==> src/rtl/mc_ctrl_if.sv <==
// Shared instruction/data memory port between the multi-cycle controller and memory.
// The controller raises mem_req and holds it until memory answers with mem_ready.
interface mc_ctrl_if;
    logic mem_req;
    logic mem_we;
    logic iord;
    logic mem_ready;

    modport master (output mem_req, mem_we, iord, input mem_ready);
    modport slave  (input mem_req, mem_we, iord, output mem_ready);
endinterface

==> src/rtl/mc_ctrl.sv <==
// Multi-cycle CPU control unit: FETCH/DECODE/EXEC/MEM/WB sequencing over one shared memory port.
// Optional macro MC_CTRL_PERF_EN adds instr_cnt/stall_cnt performance counters.
module mc_ctrl #(
    parameter int OP_W  = 6,
    parameter int FN_W  = 4,
    parameter int ALU_W = 3
) (
    input  logic             clk,
    input  logic             rst_n,
    input  logic             run,
    input  logic [OP_W-1:0]  op,
    input  logic [FN_W-1:0]  func,
    mc_ctrl_if.master        mem,
    output logic             ir_we,
    output logic             pc_we,
    output logic             pc_src_jump,
    output logic [ALU_W-1:0] alu_func,
    output logic             alu_src_imm,
    output logic             reg_we,
    output logic             mem_to_reg,
    output logic             busy,
    output logic             illegal
`ifdef MC_CTRL_PERF_EN
    ,
    output logic [31:0]      instr_cnt,
    output logic [31:0]      stall_cnt
`endif
);

    localparam logic [OP_W-1:0] OP_R   = OP_W'(6'b000000);
    localparam logic [OP_W-1:0] OP_ORI = OP_W'(6'b001101);
    localparam logic [OP_W-1:0] OP_LW  = OP_W'(6'b100011);
    localparam logic [OP_W-1:0] OP_SW  = OP_W'(6'b101011);
    localparam logic [OP_W-1:0] OP_J   = OP_W'(6'b000010);

    typedef enum logic [3:0] {
        S_IDLE, S_FETCH, S_DECODE, S_EXEC, S_MEM_RD, S_MEM_WR, S_WB, S_JUMP, S_TRAP
    } state_t;

    state_t state_reg, state_next;
    logic   mem_req_c, mem_we_c, iord_c;
    state_t end_next;

    // Only the low function bits select the ALU operation for R-type.
    wire unused_fn = ^func;

    assign mem.mem_req = mem_req_c;
    assign mem.mem_we  = mem_we_c;
    assign mem.iord    = iord_c;

    // run is looked at only when an instruction finishes.
    assign end_next = run ? S_FETCH : S_IDLE;

    always_ff @(posedge clk or negedge rst_n) begin
        if (!rst_n) begin
            state_reg <= S_IDLE;
        end else begin
            state_reg <= state_next;
        end
    end

    always_comb begin
        state_next  = state_reg;
        mem_req_c   = 1'b0;
        mem_we_c    = 1'b0;
        iord_c      = 1'b0;
        ir_we       = 1'b0;
        pc_we       = 1'b0;
        pc_src_jump = 1'b0;
        alu_func    = '0;
        alu_src_imm = 1'b0;
        reg_we      = 1'b0;
        mem_to_reg  = 1'b0;
        busy        = 1'b0;
        illegal     = 1'b0;
        case (state_reg)
            S_IDLE: begin
                if (run) state_next = S_FETCH;
            end
            S_FETCH: begin
                busy      = 1'b1;
                mem_req_c = 1'b1;
                if (mem.mem_ready) begin
                    ir_we      = 1'b1;
                    pc_we      = 1'b1;
                    state_next = S_DECODE;
                end
            end
            S_DECODE: begin
                busy = 1'b1;
                case (op)
                    OP_R, OP_ORI, OP_LW, OP_SW: state_next = S_EXEC;
                    OP_J:                       state_next = S_JUMP;
                    default:                    state_next = S_TRAP;
                endcase
            end
            S_EXEC: begin
                busy = 1'b1;
                case (op)
                    OP_R: begin
                        alu_func   = ALU_W'(func[2:0]);
                        state_next = S_WB;
                    end
                    OP_ORI: begin
                        alu_func    = ALU_W'(3'b001);
                        alu_src_imm = 1'b1;
                        state_next  = S_WB;
                    end
                    OP_LW: begin
                        alu_func    = ALU_W'(3'b010);
                        alu_src_imm = 1'b1;
                        state_next  = S_MEM_RD;
                    end
                    OP_SW: begin
                        alu_func    = ALU_W'(3'b010);
                        alu_src_imm = 1'b1;
                        state_next  = S_MEM_WR;
                    end
                    default: state_next = S_TRAP;
                endcase
            end
            S_MEM_RD: begin
                busy      = 1'b1;
                mem_req_c = 1'b1;
                iord_c    = 1'b1;
                if (mem.mem_ready) state_next = S_WB;
            end
            S_MEM_WR: begin
                busy      = 1'b1;
                mem_req_c = 1'b1;
                mem_we_c  = 1'b1;
                iord_c    = 1'b1;
                if (mem.mem_ready) state_next = end_next;
            end
            S_WB: begin
                busy       = 1'b1;
                reg_we     = 1'b1;
                mem_to_reg = (op == OP_LW);
                state_next = end_next;
            end
            S_JUMP: begin
                busy        = 1'b1;
                pc_we       = 1'b1;
                pc_src_jump = 1'b1;
                state_next  = end_next;
            end
            S_TRAP: begin
                illegal = 1'b1;
            end
            default: state_next = S_IDLE;
        endcase
    end

`ifdef MC_CTRL_PERF_EN
    logic instr_done, mem_stall;

    assign instr_done = (state_reg == S_WB) || (state_reg == S_JUMP) ||
                        ((state_reg == S_MEM_WR) && mem.mem_ready);
    assign mem_stall  = ((state_reg == S_FETCH) || (state_reg == S_MEM_RD) ||
                         (state_reg == S_MEM_WR)) && !mem.mem_ready;

    always_ff @(posedge clk or negedge rst_n) begin
        if (!rst_n) begin
            instr_cnt <= '0;
            stall_cnt <= '0;
        end else begin
            if (instr_done) instr_cnt <= instr_cnt + 32'd1;
            if (mem_stall)  stall_cnt <= stall_cnt + 32'd1;
        end
    end
`endif

endmodule

==> src/flat_wrapper.sv <==
// flat-port wrapper written by rule: the top's interface ports become plain ports
module mc_ctrl_flat 
#(
    parameter int OP_W  = 6,
    parameter int FN_W  = 4,
    parameter int ALU_W = 3
)
  (clk, rst_n, run, op, func, ir_we, pc_we, pc_src_jump, alu_func, alu_src_imm, reg_we, mem_to_reg, busy, illegal, mem_mem_req, mem_mem_we, mem_iord, mem_mem_ready);
  mc_ctrl_if mem_i ();
  input  logic clk;
  input  logic rst_n;
  input  logic run;
  input  logic [OP_W-1:0] op;
  input  logic [FN_W-1:0] func;
  output logic ir_we;
  output logic pc_we;
  output logic pc_src_jump;
  output logic [ALU_W-1:0] alu_func;
  output logic alu_src_imm;
  output logic reg_we;
  output logic mem_to_reg;
  output logic busy;
  output logic illegal;
  output wire logic [$bits(mem_i.mem_req)-1:0] mem_mem_req;
  output wire logic [$bits(mem_i.mem_we)-1:0] mem_mem_we;
  output wire logic [$bits(mem_i.iord)-1:0] mem_iord;
  input wire logic [$bits(mem_i.mem_ready)-1:0] mem_mem_ready;
  assign mem_mem_req = mem_i.mem_req;
  assign mem_mem_we = mem_i.mem_we;
  assign mem_iord = mem_i.iord;
  assign mem_i.mem_ready = mem_mem_ready;
  mc_ctrl #(.OP_W(OP_W), .FN_W(FN_W), .ALU_W(ALU_W)) u_core (.clk(clk), .rst_n(rst_n), .run(run), .op(op), .func(func), .mem(mem_i), .ir_we(ir_we), .pc_we(pc_we), .pc_src_jump(pc_src_jump), .alu_func(alu_func), .alu_src_imm(alu_src_imm), .reg_we(reg_we), .mem_to_reg(mem_to_reg), .busy(busy), .illegal(illegal));
endmodule
==> config.mk <==
export PLATFORM = sky130hd
export DESIGN_NAME = mc_ctrl_flat
export DESIGN_NICKNAME = d
export VERILOG_FILES = /design/src/rtl/mc_ctrl_if.sv /design/src/rtl/mc_ctrl.sv /design/src/flat_wrapper.sv
export SDC_FILE = /design/constraint.sdc
export NUM_CORES = 1
export LEC_CHECK = 0
export BUFFER_PORTS_ARGS = -buffer_cell sky130_fd_sc_hd__buf_2
export CAP_MARGIN = 5
export CORE_MARGIN = 1
export CORE_UTILIZATION = 30
export DETAILED_ROUTE_END_ITERATION = 8
export HOLD_SLACK_MARGIN = 0.02
export PLACE_DENSITY = 0.58
export REMOVE_ABC_BUFFERS = 1
export SYNTH_ARGS = -nofsm -noshare
export SYNTH_HDL_FRONTEND = slang
export SYNTH_SLANG_ARGS = --single-unit
==> constraint.sdc <==
create_clock -name clk -period 3.3 [get_ports clk]
set_input_delay 0.66 -clock clk [delete_from_list [all_inputs] [get_ports clk]]
set_output_delay 0.66 -clock clk [all_outputs]
set_load 0.02 [all_outputs]
==> results of run 1 <==
-- critical path, cell delays in order --
cell	delay (ps)
buf_2	120
or4_4	560
nor3_1	200
a21oi_1	100
nor2_1	80
buf_2	160
-- synth_stat cells --
library cell   n  area share
a211oi_2       1       0.022
a21oi_1        2       0.018
a21oi_2        1       0.016
a221oi_2       1       0.027
a22o_1         1       0.016
a22oi_1        1       0.013
a31oi_1        2       0.022
and2_1         2       0.022
and3_1         1       0.011
and3b_1        1       0.016
buf_6          2       0.040
clkbuf_8       2       0.049
dfrtp_1        4        0.18
inv_1          4       0.027
mux2_2         1       0.020
mux2i_1        1       0.018
nand2_1        2       0.013
nand2b_1       3       0.034
nand3_1        1      0.0090
nand3b_1       1       0.013
nand4bb_1      1       0.020
nor2_1        10       0.067
nor2_4         1       0.020
nor3_1         5       0.045
nor3b_1        2       0.027
nor4_1         1       0.011
nor4b_1        1       0.016
o2111ai_4      1       0.047
o21ai_0        2       0.018
o22a_1         1       0.016
o31ai_1        1       0.013
o32ai_1        1       0.016
or2_2          1       0.011
or2b_2         1       0.016
or3_1          3       0.034
or4_4          1       0.020
xnor2_1        1       0.016
-- routing by layer --
| layer | part of all wire | GRT usage | up-vias |
|---|---|---|---|
| met4 | 0 | 0.0364 | 0 |
| met5 | 0 | 0 | - |
| li1 | - | - | 300 |
| met3 | 0.060 | 0.0440 | 0 |
| met2 | 0.44 | 0.209 | 20 |
| met1 | 0.50 | 0.200 | 253 |
-- final cells by class --
| class | instances | share of cell area |
|---|---|---|
| Multi-Input combinational cell | 56 | 0.568 |
| Timing Repair Buffer | 26 | 0.188 |
| Sequential cell | 4 | 0.145 |
| Tap cell | 25 | 0.0452 |
| Clock buffer | 3 | 0.0325 |
| Inverter | 4 | 0.0217 |
-- metrics by stage --
stage	hold WS, ps	worst slack [ps]	total power [mW]	area [um^2]	utilization
final	219	756	0.412	692	0.401
after detailed placement	466	770	0.352	669	0.388
after CTS	213	766	0.415	692	0.401
after floorplan	364	896	0.281	508	-
after global routing	215	632	0.445	692	0.401
after global placement	464	781	0.350	669	0.388
-- power groups by stage --
stage          sequential, mW  clock (mW)  combinational (mW)
5_1_grt                 0.129      0.0667               0.249
2_1_floorplan           0.107           0               0.174
3_5_place_dp            0.124           0               0.228
3_3_place_gp            0.124           0               0.226
6_report                0.124      0.0600               0.228
4_1_cts                 0.123      0.0629               0.229
-- worst max path at each step --
stage | endpoint | slack, ps | cells after the start
floorplan | alu_func[1] | 900 | 4
global placement | alu_func[1] | 780 | 6
CTS | alu_func[1] | 770 | 6
detailed placement | alu_func[1] | 770 | 6
finish | alu_func[1] | 760 | 6
global route | alu_func[1] | 630 | 6
-- kinds of logic after synthesis --
family | synth area share
XOR/XNOR | 0.0157
buffers and inverters | 0.117
AO/OA/AOI/OAI | 0.244
AND/OR/NAND/NOR | 0.406
multiplexers | 0.0381
flip-flops | 0.179
==> reports/summary.txt, run 1 <==
Worst reg-to-reg path cell count: 4
Crit path DAT: 1880 ps
Vias in the first global route: 477
Clock root cell: clkbuf_4
Commonest non-fill, non-tap cells in the layout: buf_2 (26), nor2_1 (10), nor3_1 (5)
RSZ-0062 raised after global routing: false
TritonRoute pass-1 iters: 4
Leak: 0.314 nW
HP Class: primary input to asynchronous set/reset pin
Net Switching: 0.203 mW
Clock Skew: 0.803 ps
Clock buffer depth: 2
Mapped Avg Cell Area: 8.21 um^2
Clock-pin slew of the registers on the worst-case setup and hold paths: 40 ps
I/O Buffers: 26
Ant. Diodes: 0
Initial antenna violation count: 0
Highest achievable clock rate: 393 MHz
# setup viols final: 0
Die span in x: 45.1 um
Starting Density: 0.323
Final #Nets: 109
Crit Path Class: primary input to primary output
# IOs: 28
Vias: 573
Max-cap violations: 0
Measured slew at the worst slew-check pin: 497 ps
Grt ovf: 0
Endpoints failing hold: 0
PostCTS Resize Cnt: 0
DRC viols: 0
Wire per inst: 11.8 um
Count of final max-slew check failures: 0
Post-DP HPWL: 1.08 mm
Worst Path Required: 2640 ps
Dpl cells: 115
Share of cells above drive strength 1: 0.409
Netlist Area Pre-Place: 558 um^2
Non-filler cells, final: 118
Largest net degree at the start of global routing: 16
Commonest non-fill, non-tap cell in the layout: buf_2
Comb power frac: 0.554
RD Place Congestion: 0.742
Mapped Cells: 68
Internal power: 0.209 mW
Area Growth Syn to Fin: 24.0%
Yosys cell types: 37
Total track usage: 0.142
Crit path capture type: primary output
Minimum clock period: 2540 ps
Sequential Power Share: 0.301
DRT antenna net count: 0
Multi-input gate area in the final layout: 393 um^2
# hold bufs at CTS: 0
First-pass GRT wire length: 2.08 mm
FP Rows: 15
Max_slew headroom: 0.669
Worst R2R End: u_core.state_reg[0]$_DFFE_PN0P_
Latest clock arrival within the worst-skew pair: 230 ps
DR iter-0 viols: 7
Post-Route WL: 1.40 mm
H-tree Lvls: 1
TritonCTS clock tree: built
Worst reg2reg path startpoint: u_core.state_reg[1]$_DFFE_PN0P_
FF/Latch Area: 100 um^2
Post-CTS Setup Inserts: 0
Core Footprint: 1730 um^2
Clk network pwr share: 0.145
Synth Register Bits: 4
Die height: 45.1 um
Fin crit share: 0.771
Startpoint type of the worst setup path: primary input
Vias/cell: 4.86
FF-to-FF setup slack: 1600 ps
TritonCTS Buffers: 3
# clock sinks: 4
Peak VDD IR: 0.000268 V
Worst Setup SP: op[0]
Seq/Total Area, Yosys: 0.179
Synth Warn #: 0
Pwr/cell area: 596 nW/um^2
CP max FO: 4
Total negative slack: 0 ps
Switching part of the total power: 0.494
Filler Cells Inserted: 199
Status: completed
Die Area: 2040 um^2
Largest register FFs: 4
(Power assumes the default switching activity.)
==> run 2: changes to the inputs <==
clock period = 2.4 ns   (was 3.3 ns; I/O delays follow)
==> reports/summary.txt, run 2 (synthesized netlist as in run 1, its figures left out) <==
Minimum clock period: 2200 ps
Area Growth Syn to Fin: 28.0%
Clock buffer depth: 2 (unchanged)
Measured slew at the worst slew-check pin: 430 ps (-66.4 ps)
Core Footprint: 1730 um^2 (unchanged)
TritonCTS clock tree: built
Share of cells above drive strength 1: 0.427 (+0.0185)
RD Place Congestion: 0.815 (+9.8%)
Ant. Diodes: 0 (unchanged)
Total negative slack: 0 ps (unchanged)
First-pass GRT wire length: 2.19 mm (+5.0%)
Leak: 0.330 nW (+4.9%)
H-tree Lvls: 1 (unchanged)
Commonest non-fill, non-tap cell in the layout: buf_2
Fin crit share: 0.916
Max stage delay on crit path: 550 ps (about the same)
Status: completed
TritonCTS Buffers: 3 (unchanged)
DR iter-0 viols: 22 (+15)
Clock-pin slew of the registers on the worst-case setup and hold paths: 40 ps (about the same)
Final WS setup: 202 ps (-554 ps)
Most frequent CP cell: buf_2
Vias in the first global route: 493 (+3.4%)
FP Rows: 15 (unchanged)
Startpoint type of the worst setup path: primary input
PostCTS Resize Cnt: 0 (unchanged)
Wire per inst: 11.6 um (-2.3%)
Critical path's slowest cell: or4_4
Die height: 45.1 um (unchanged)
Crit path capture type: primary output
Grt ovf: 0 (unchanged)
CP max FO: 4 (unchanged)
Endpoints failing hold: 0 (unchanged)
Initial antenna violation count: 0 (unchanged)
DRC viols: 0 (unchanged)
Post-CTS Setup Inserts: 0 (unchanged)
Final #Nets: 112 (+2.8%)
Post-Route WL: 1.40 mm (+0.21%)
Largest register FFs: 4 (unchanged)
RSZ-0062 raised after global routing: false
# IOs: 28 (unchanged)
TritonRoute pass-1 iters: 4 (unchanged)
Commonest non-fill, non-tap cells in the layout: buf_2 (26), nor2_1 (10), nor3_1 (5)
Starting Density: 0.323 (unchanged)
Clock Skew: 3.96 ps (+3.16 ps)
Total track usage: 0.150 (+0.00756)
Crit Path Class: primary input to primary output
Die Area: 2040 um^2 (unchanged)
Max-cap violations: 0 (unchanged)
# clock sinks: 4 (unchanged)
I/O Buffers: 26 (unchanged)
DRT antenna net count: 0 (unchanged)
Largest net degree at the start of global routing: 15 (-1)
Max_slew headroom: 0.711 (+0.0421)
# hold bufs at CTS: 0 (unchanged)
Pwr/cell area: 838 nW/um^2 (+41%)
HP Class: primary input to asynchronous set/reset pin
Post-DP HPWL: 1.08 mm (about the same)
Latest clock arrival within the worst-skew pair: 230 ps (about the same)
Worst Path Required: 1920 ps (-720 ps)
Highest achievable clock rate: 455 MHz
Count of final max-slew check failures: 0 (unchanged)
Crit path DAT: 1720 ps (-160 ps)
Vias/cell: 5.03 (+3.6%)
Peak VDD IR: 0.000450 V (+68%)
Clock root cell: clkbuf_4
Place WS: 220 ps (-550 ps)
CP Cell Sequence: buf_2 -> or4_4 -> nor3_1 -> and3_1 -> buf_2
Die span in x: 45.1 um (unchanged)
Vias: 609 (+6.3%)
# setup viols final: 0 (unchanged)
==> run 2: cell types whose count changed in the layout (fill, tap and decap cells not counted) <==
cell and delta:
buf_4 +3
==> run 2: worst paths after layout <==
| path | start | to | slack [ps] | depth (start not counted) |
|---|---|---|---|---|
| worst min register to register | u_core.state_reg[3]$_DFFE_PN0P_ | u_core.state_reg[0]$_DFFE_PN0P_ | 640 | 2 |
| worst min-delay path | rst_n | u_core.state_reg[1]$_DFFE_PN0P_ | 40 | 1 |
| min in group clk | u_core.state_reg[3]$_DFFE_PN0P_ | u_core.state_reg[0]$_DFFE_PN0P_ | 640 | 2 |
| max in group asynchronous | rst_n | u_core.state_reg[2]$_DFFE_PN0P_ | 2240 | 1 |
| worst max register to register | u_core.state_reg[2]$_DFFE_PN0P_ | u_core.state_reg[0]$_DFFE_PN0P_ | 860 | 4 |
| worst max-delay path | op[0] | alu_func[2] | 200 | 5 |
==> run 2: critical path: cells and delay by family <==
family | cells | cell delay [ps]
buffers and inverters | 2 | 280
AND/OR/NAND/NOR | 3 | 970
==> run 2: where the power goes <==
group	internal, mW	switching, mW
clock network	0.0557	0.0249
registers	0.0910	0.0155
logic	0.168	0.243
==> run 2: area by class of cell <==
| cell class | instances | area [um^2] |
|---|---|---|
| clock buffer | 3 | 22.5 |
| fill | 196 | 1010 |
| inverter | 4 | 15.0 |
| multi-input combinational | 56 | 393 |
| sequential | 4 | 100 |
| tap | 25 | 31.3 |
| timing repair buffer | 29 | 153 |
==> run 2: metal layers <==
| metal | vias up | GRT usage | share of wire |
|---|---|---|---|
| met5 | - | 0 | 0 |
| met4 | 0 | 0.0545 | 0 |
| met3 | 0 | 0.0440 | 0.064 |
| met2 | 25 | 0.212 | 0.46 |
| met1 | 277 | 0.213 | 0.47 |
| li1 | 307 | - | - |
==> run 2: stage by stage <==
stage	total power [mW]	area, um^2	cells	util	hold slack, ps
2_1_floorplan	0.386	508	64	-	184
3_3_place_gp	0.516	692	118	0.401	284
3_5_place_dp	0.517	692	118	0.401	287
4_1_cts	0.603	714	121	0.414	38.3
5_1_grt	0.650	714	121	0.414	37.1
6_report	0.598	714	121	0.414	43.7
==> run 3: changes to the inputs <==
MAX_ROUTING_LAYER = met4   (was unset)
==> reports/summary.txt, run 3 (synthesized netlist as in run 1, its figures left out) <==
Die height: 45.1 um (unchanged)
Vias in the first global route: 487 (-1.2%)
Count of final max-slew check failures: 0 (unchanged)
Crit path DAT: 1720 ps (about the same)
Measured slew at the worst slew-check pin: 473 ps (+42.8 ps)
Cell Area, Placed: 692 um^2 (unchanged)
Final #Nets: 112 (unchanged)
Startpoint type of the worst setup path: primary input
Core Footprint: 1730 um^2 (unchanged)
Most frequent CP cell: buf_2
Post-CTS Setup Inserts: 0 (unchanged)
Worst Path Buf+Inv: 2 (unchanged)
# setup viols final: 0 (unchanged)
First-pass GRT wire length: 2.20 mm (+0.64%)
Final total power: 0.601 mW (+0.51%)
DR iter-0 viols: 17 (-23%)
H-tree Lvls: 1 (unchanged)
Leak: 0.330 nW (unchanged)
I/O Buffers: 26 (unchanged)
Starting Density: 0.323 (unchanged)
DRT antenna net count: 0 (unchanged)
Pwr/cell area: 842 nW/um^2 (+0.51%)
Crit Path Class: primary input to primary output
Clock buffer depth: 2 (unchanged)
CP top delay family: simple AND/OR/NAND/NOR gates
Die span in x: 45.1 um (unchanged)
WP depth: 5 (unchanged)
CP Cell Sequence: buf_2 -> or4_4 -> nor3_1 -> and3_1 -> buf_2
Crit path capture type: primary output
Endpoints failing hold: 0 (unchanged)
Minimum clock period: 2200 ps (+1.95 ps)
Status: completed
Largest register FFs: 4 (unchanged)
Area Growth Syn to Fin: 28.0% (unchanged)
Clock-pin slew of the registers on the worst-case setup and hold paths: 40 ps (about the same)
FP Rows: 15 (unchanged)
HP Class: primary input to asynchronous set/reset pin
Worst Path Required: 1920 ps (about the same)
Highest achievable clock rate: 454 MHz (about the same)
Latest clock arrival within the worst-skew pair: 230 ps (about the same)
TritonCTS Buffers: 3 (unchanged)
Die Area: 2040 um^2 (unchanged)
Final core utilization: 0.414 (unchanged)
# IOs: 28 (unchanged)
Grt ovf: 0 (unchanged)
Post-Route WL: 1.42 mm (+1.4%)
RD Place Congestion: 0.827 (+1.5%)
Largest net degree at the start of global routing: 15 (unchanged)
Clock root cell: clkbuf_4
Critical path's slowest cell: or4_4
Initial antenna violation count: 0 (unchanged)
Commonest non-fill, non-tap cells in the layout: buf_2 (26), nor2_1 (10), nor3_1 (5)
Vias/cell: 5.01 (-0.49%)
Max_slew headroom: 0.682 (-0.0287)
Total track usage: 0.155 (+0.00532)
Hold Slack: 42.4 ps (-1.31 ps)
Clock Skew: 3.94 ps (-0.0250 ps)
Wire per inst: 11.7 um (+1.4%)
Max stage delay on crit path: 550 ps (about the same)
Vias: 606 (-0.49%)
Final Instance Area: 714 um^2 (unchanged)
DRC viols: 0 (unchanged)
Total negative slack: 0 ps (unchanged)
# hold bufs at CTS: 0 (unchanged)
CP max FO: 4 (unchanged)
Peak VDD IR: 0.000453 V (+0.71%)
RSZ-0062 raised after global routing: false
# clock sinks: 4 (unchanged)
Post-DP HPWL: 1.08 mm (unchanged)
Commonest non-fill, non-tap cell in the layout: buf_2
PostCTS Resize Cnt: 0 (unchanged)
Fin crit share: 0.917 (about the same)
TritonCTS clock tree: built
Ant. Diodes: 0 (unchanged)
Worst reg-to-reg path cell count: 4 (unchanged)
Max-cap violations: 0 (unchanged)
Share of cells above drive strength 1: 0.427 (unchanged)
TritonRoute pass-1 iters: 4 (unchanged)
==> run 3: cell counts in the layout (fill, tap and decap cells not counted) <==
Identical to the previous run, type by type.
==> run 3: through the flow <==
stage,setup slack [ps],std cells
after floorplan,255,64
after global placement,245,118
after detailed placement,220,118
after CTS,216,121
after global routing,99.8,121
final,200,121
==> run 3: path summary, 6_finish.rpt <==
check                                                       end                            start  slack [ps]
worst max-delay path                                alu_func[2]                            op[0]         200
worst min-delay path            u_core.state_reg[1]$_DFFE_PN0P_                            rst_n          40
worst max register to register  u_core.state_reg[0]$_DFFE_PN0P_  u_core.state_reg[2]$_DFFE_PN0P_         850
worst min register to register  u_core.state_reg[0]$_DFFE_PN0P_  u_core.state_reg[3]$_DFFE_PN0P_         650
max in group asynchronous       u_core.state_reg[2]$_DFFE_PN0P_                            rst_n        2240
min in group clk                u_core.state_reg[0]$_DFFE_PN0P_  u_core.state_reg[3]$_DFFE_PN0P_         650
==> run 3: layer usage <==
metal	GRT usage	routed length, um	up-vias	part of all wire
met1	0.222	697	269	0.49
met5	-	0	-	0
met4	0.0545	0	0	0
met3	0.0360	87	0	0.061
li1	-	-	307	-
met2	0.209	633	30	0.45
==> run 3: final cells by class <==
cell class	count	area [um^2]
Fill cell	196	1010
Multi-Input combinational cell	56	393
Timing Repair Buffer	29	153
Sequential cell	4	100
Tap cell	25	31.3
Clock buffer	3	22.5
Inverter	4	15.0
==> run 3: report_power, final <==
part | switching [mW] | internal [mW]
Clock | 0.0255 | 0.0558
Sequential | 0.0155 | 0.0910
Combinational | 0.246 | 0.168
